## src/rtl/intcheck_arbiter.sv

```systemverilog
// intcheck_arbiter: shares one intcheck declaration checker between two
// character-stream requesters. A granted statement is buffered up to ';',
// the checker is cleared, the statement is replayed gap-free, and the
// sampled verdict is handed back to the owning requester.
module intcheck_arbiter #(
  parameter int DEPTH   = 16,  // statement buffer size in chars, ';' included (>= 2)
  parameter int RES_LAT = 1    // cycles from the ';' drive cycle to the chk_out sample (>= 1)
) (
  input  logic       clk,
  input  logic       reset,      // asynchronous, active-low
  input  logic [7:0] s0_data,
  input  logic       s0_valid,
  output logic       s0_ready,
  input  logic [7:0] s1_data,
  input  logic       s1_valid,
  output logic       s1_ready,
  output logic [1:0] res_valid,
  output logic       res_ok,
  output logic       res_ovf,
  input  logic [1:0] res_ready,
  output logic [1:0] grant,
  output logic       busy,
  output logic       chk_rst,
  output logic [7:0] chk_in,
  input  logic       chk_out
);

  localparam int CW = $clog2(DEPTH + 1);
  localparam int AW = $clog2(DEPTH);
  localparam int LW = $clog2(RES_LAT + 1);
  localparam logic [CW-1:0] CNT_MAX = CW'(DEPTH);
  localparam logic [CW-1:0] CNT_ONE = CW'(1);
  localparam logic [LW-1:0] LAT_MAX = LW'(RES_LAT);
  localparam logic [LW-1:0] LAT_ONE = LW'(1);
  localparam logic [7:0]    SEMI    = 8'h3B;

  typedef enum logic [2:0] {
    S_IDLE,
    S_LOAD,
    S_CLR,
    S_PLAY,
    S_WAIT,
    S_RESP
  } state_e;

  state_e          state_q, state_d;
  logic [1:0]      grant_q, grant_d;
  logic            ptr_q, ptr_d;       // 0: s0 wins a tie, 1: s1 wins a tie
  logic [CW-1:0]   cnt_q, cnt_d;
  logic [CW-1:0]   rd_q, rd_d;
  logic [LW-1:0]   lat_q, lat_d;
  logic            ovf_q, ovf_d;
  logic            ok_q, ok_d;
  logic [DEPTH-1:0][7:0] mem_q;

  // Requesters viewed as a packed pair so per-side logic is one loop.
  logic [1:0][7:0] req_data;
  logic [1:0]      req_valid;
  logic [1:0]      req_ready;
  logic [7:0]      sel_data;
  logic            sel_valid;
  logic            acc;
  logic            is_semi;
  logic            res_ack;
  logic            wr_en;
  logic [AW-1:0]   wr_idx;
  logic [AW-1:0]   rd_idx;
  logic            last_rd;

  assign req_data  = {s1_data, s0_data};
  assign req_valid = {s1_valid, s0_valid};

  for (genvar r = 0; r < 2; r++) begin : g_req
    assign req_ready[r] = (state_q == S_LOAD) & grant_q[r];
    assign res_valid[r] = (state_q == S_RESP) & grant_q[r];
  end

  assign s0_ready  = req_ready[0];
  assign s1_ready  = req_ready[1];
  assign sel_valid = |(req_valid & grant_q);
  assign sel_data  = grant_q[1] ? req_data[1] : req_data[0];
  assign acc       = (state_q == S_LOAD) & sel_valid;
  assign is_semi   = (sel_data == SEMI);
  // Only the owner's acknowledge retires a result.
  assign res_ack   = (state_q == S_RESP) & |(res_ready & grant_q);

  assign wr_idx  = cnt_q[AW-1:0];
  assign rd_idx  = rd_q[AW-1:0];
  // The buffered ';' is always the last entry, so replay ends at cnt-1.
  assign last_rd = (rd_q == cnt_q - CNT_ONE);

  assign grant   = grant_q;
  assign busy    = (state_q != S_IDLE);
  assign chk_rst = (state_q == S_CLR);
  assign chk_in  = (state_q == S_PLAY) ? mem_q[rd_idx] : 8'h00;
  assign res_ok  = (state_q == S_RESP) & ok_q;
  assign res_ovf = (state_q == S_RESP) & ovf_q;

  // Next-state and datapath control for the grant/load/replay/respond cycle.
  always_comb begin
    state_d = state_q;
    grant_d = grant_q;
    ptr_d   = ptr_q;
    cnt_d   = cnt_q;
    rd_d    = rd_q;
    lat_d   = lat_q;
    ovf_d   = ovf_q;
    ok_d    = ok_q;
    wr_en   = 1'b0;
    unique case (state_q)
      S_IDLE: begin
        if (s0_valid && s1_valid) begin
          grant_d = ptr_q ? 2'b10 : 2'b01;
          state_d = S_LOAD;
        end else if (s0_valid) begin
          grant_d = 2'b01;
          state_d = S_LOAD;
        end else if (s1_valid) begin
          grant_d = 2'b10;
          state_d = S_LOAD;
        end
      end
      S_LOAD: begin
        if (acc) begin
          if (is_semi) begin
            if (ovf_q || cnt_q == CNT_MAX) begin
              // Too long to hold: report overflow without consulting the checker.
              ovf_d   = 1'b1;
              ok_d    = 1'b0;
              state_d = S_RESP;
            end else begin
              wr_en   = 1'b1;
              cnt_d   = cnt_q + CNT_ONE;
              state_d = S_CLR;
            end
          end else if (cnt_q == CNT_MAX) begin
            // Buffer full: drop chars until the terminating ';'.
            ovf_d = 1'b1;
          end else begin
            wr_en = 1'b1;
            cnt_d = cnt_q + CNT_ONE;
          end
        end
      end
      S_CLR: begin
        rd_d    = '0;
        state_d = S_PLAY;
      end
      S_PLAY: begin
        rd_d = rd_q + CNT_ONE;
        if (last_rd) begin
          // The ';' drive cycle is cycle 0 of the result latency.
          lat_d   = LAT_ONE;
          state_d = S_WAIT;
        end
      end
      S_WAIT: begin
        if (lat_q == LAT_MAX) begin
          ok_d    = chk_out;
          state_d = S_RESP;
        end else begin
          lat_d = lat_q + LAT_ONE;
        end
      end
      S_RESP: begin
        if (res_ack) begin
          ptr_d   = grant_q[0];
          grant_d = 2'b00;
          cnt_d   = '0;
          rd_d    = '0;
          ovf_d   = 1'b0;
          ok_d    = 1'b0;
          state_d = S_IDLE;
        end
      end
      default: begin
        state_d = S_IDLE;
        grant_d = 2'b00;
      end
    endcase
  end

  // Control state; reset discards any statement in flight.
  always_ff @(posedge clk or negedge reset) begin
    if (!reset) begin
      state_q <= S_IDLE;
      grant_q <= 2'b00;
      ptr_q   <= 1'b0;
      cnt_q   <= '0;
      rd_q    <= '0;
      lat_q   <= '0;
      ovf_q   <= 1'b0;
      ok_q    <= 1'b0;
    end else begin
      state_q <= state_d;
      grant_q <= grant_d;
      ptr_q   <= ptr_d;
      cnt_q   <= cnt_d;
      rd_q    <= rd_d;
      lat_q   <= lat_d;
      ovf_q   <= ovf_d;
      ok_q    <= ok_d;
    end
  end

  // Statement buffer; contents are only meaningful below cnt, so no reset.
  always_ff @(posedge clk) begin
    if (wr_en) mem_q[wr_idx] <= sel_data;
  end

endmodule
```

## config.mk

```make
export PLATFORM = sky130hd
export DESIGN_NAME = intcheck_arbiter
export DESIGN_NICKNAME = d
export VERILOG_FILES = /design/src/rtl/intcheck_arbiter.sv
export SDC_FILE = /design/constraint.sdc
export NUM_CORES = 1
export LEC_CHECK = 0
export ABC_AREA = 1
export BUFFER_PORTS_ARGS = -buffer_cell sky130_fd_sc_hd__buf_2
export CAP_MARGIN = 5
export CORE_ASPECT_RATIO = 1.75
export CORE_UTILIZATION = 55
export DETAILED_ROUTE_END_ITERATION = 16
export PLACE_DENSITY = 0.73
export SKIP_CTS_REPAIR_TIMING = 1
export SLEW_MARGIN = 20
export SYNTH_ARGS = -nofsm -noshare
export SYNTH_HDL_FRONTEND = slang
export SYNTH_SLANG_ARGS = --single-unit
```

## constraint.sdc

```tcl
create_clock -name clk -period 7.4 [get_ports clk]
set_clock_uncertainty 0.2 [all_clocks]
set_input_delay 1.48 -clock clk [delete_from_list [all_inputs] [get_ports clk]]
set_output_delay 1.48 -clock clk [all_outputs]
set_load 0.02 [all_outputs]
```

==> results.sh <==
export IMPL_status="finished, final reports clean"
export IMPL_max_slew_margin=0.301
export IMPL_path_clk_slew_ps=60
export IMPL_final_min_clock_period_ps=4570
export IMPL_slew_viol_final=0
export IMPL_cts_root_buf="clkbuf_16"
export IMPL_gp_congestion=0.932
export IMPL_die_y_um=148
export IMPL_multi_input_area_um2=2080
export IMPL_ys_ff_latch=147
export IMPL_yosysMostFrequentCell="edfxtp_1"
export IMPL_grt_setup_unrepaired="no"
export IMPL_ys_flop_type="edfxtp_1"
export IMPL_wl_per_cell_um=19.1
export IMPL_drt_first_pass_iters=5
export IMPL_synth_cell_types=32
export IMPL_p_comb_frac=0.348
export IMPL_start_util=0.563
export IMPL_synth_compound_area_frac=0.105
export IMPL_end_kind="output port"
export IMPL_clk_latency_ps=420
export IMPL_tns_ps=0
export IMPL_cts_buffer_depth=2
export IMPL_synth_edff_count=128
export IMPL_yosys_top_cells_count="edfxtp_1, nand2_1, nor2_1, o21ai_0, inv_1"
export IMPL_diodes=0
export IMPL_drive_above_1_share=0.150
export IMPL_switching_share=0.379
export IMPL_path_class="flop to output port"
export IMPL_htreeDepth=4
export IMPL_nets=721
export IMPL_rows=53
export IMPL_gr_total_overflow=0
export IMPL_synth_simple_area_share=0.187
export IMPL_fill_cells=907
export IMPL_cts_buffers=17
export IMPL_ios=41
export IMPL_synth_top_area_cell="edfxtp_1"
export IMPL_grt_pass1_wl_um=25100
export IMPL_synthesis_area_um2=6730
export IMPL_maxCapViolCount=0
export IMPL_numPortBuffers=40
export IMPL_cts_sinks=147
export IMPL_cp_arrival_ps=2890
export IMPL_power_switching_w=0.00119
export IMPL_die_area_um2=12700
export IMPL_synthMuxAreaShare=0
export IMPL_hp_class="flop to flop"
export IMPL_async_flop_share=0.129
export IMPL_total_leakage_power_nw=2.97
export IMPL_yosysWarningCount=0
export IMPL_synth_xor_xnor_area_share=0.00391
export IMPL_synth_adder_area_share=0.0112
export IMPL_synthCells=653
export IMPL_wirelength_um=16100
export IMPL_cts_tree="done"
export IMPL_seqCellArea_um2=4320
export IMPL_grt_use_total=0.271
export IMPL_worst_slew_pin_slew_ps=1040
export IMPL_drc_errors=0
export IMPL_synth_area_leaders="edfxtp_1, dfrtp_1, nand2_1, nor2_1, o21ai_0"
export IMPL_synth_top_family_by_area="simple AND/OR/NAND/NOR gates"
export IMPL_grt_pass1_vias=4836
export IMPL_syn_nets=682
export IMPL_ant_nets=0
export IMPL_ys_seq_area_frac=0.642
export IMPL_fin_crit_sh=0.617
export IMPL_drt_iter0_drc=476
export IMPL_cp_required_ps=5720
export IMPL_pwr_share_seq=0.354
export IMPL_power_density_nw_per_um2=408
export IMPL_p_clk_frac=0.297
export IMPL_max_vdd_ir_drop_mv=0.256
export IMPL_vias_per_cell=5.78
export IMPL_fin_ws_ps=2830
export IMPL_start_kind="flop"
export IMPL_synth_top_area_share=0.572
export IMPL_p_int_w=0.00195
export IMPL_fmax_mhz=219
export IMPL_synth_avg_cell_area_um2=10.3
export IMPL_hold_viol=0
export IMPL_antenna_found_initial=0
export IMPL_grt_max_degree=69
export IMPL_num_vias=4863
export IMPL_core_um2=11900
export IMPL_die_width_um=85.6
export IMPL_setup_viol=0
export IMPL_area_growth_pct=14.4
export IMPL_crit_fanout=22
export IMPL_dp_slack_ps=3140
export IMPL_dp_hpwl_um=11000
path summary, 6_finish.rpt:
check | from | endpoint | slack [ps] | depth (start not counted)
setup / recovery | rd_q[1] | chk_in[7] | 2830 | 8
hold / removal | lat_q | lat_q | 280 | 2
setup reg to reg | grant[1] | mem_q[76] | 4000 | 10
hold reg to reg | lat_q | lat_q | 280 | 2
max in group asynchronous | reset | rd_q[0] | 5840 | 1
min in group asynchronous | reset | ovf_q | 810 | 1
flip-flops by register name (all words and copies together), names as in the netlist:
register and cells:
grant 2, mem_q 128, cnt_q 5, ok_q 1, ovf_q 1, state_q 3, ptr_q 1, rd_q 5
lat_q 1
area by class of cell:
cell class,instances,share of cell area
Clock buffer,22,0.0616
Tap cell,137,0.0223
Timing Repair Buffer,47,0.0329
Inverter,56,0.0273
Multi-Input combinational cell,423,0.271
Clock inverter,10,0.0234
Sequential cell,147,0.562
per-layer routing:
| layer | part of all wire | track usage |
|---|---|---|
| met4 | 0.032 | 0.126 |
| met1 | 0.34 | 0.289 |
| met2 | 0.56 | 0.502 |
| met5 | 0 | 0 |
| met3 | 0.060 | 0.0566 |
power groups by stage:
stage                     Sequential, W  Combinational [W]  Clock (W)
final                           0.00111            0.00109   0.000933
after global routing            0.00112            0.00120   0.000973
after CTS                       0.00111            0.00108   0.000936
after detailed placement        0.00113            0.00108          0
after global placement          0.00112            0.00105          0
after floorplan                 0.00108           0.000794          0
critical path, cell delays in order, from the launching register on:
cell	delay (ps)
dfrtp_1	690
inv_1	620
o21ai_0	230
o22ai_1	320
nand2_1	160
nand2_1	100
inv_1	40
a21oi_1	120
buf_2	190
stage by stage:
step           instance area [um^2]   util  std cells  hold slack, ps  power, W
4_1_cts                        7670  0.643        842             290   0.00313
2_1_floorplan                  6730      -        653             234   0.00188
3_3_place_gp                   7020  0.588        810             268   0.00217
6_report                       7690  0.644        842             278   0.00314
5_1_grt                        7690  0.644        842             329   0.00329
3_5_place_dp                   7020  0.588        810             272   0.00220
cell families after synthesis:
family          after synthesis
buf+inv                      83
compound gates              124
simple gates                290
fa+ha+maj                     6
xor+xnor                      3
flops                       147
layout by cell type (no fill, tap or decap), types with 13 or more instances in the layout:
master	n
edfxtp_1	128
nand3_1	27
o21ai_0	69
clkbuf_16	17
o211ai_1	16
buf_2	40
inv_1	52
nor2_1	107
nand2_1	118
o22ai_1	18
dfrtp_1	18
a21oi_1	13
No activity file was read; power rests on OpenSTA's default activity.
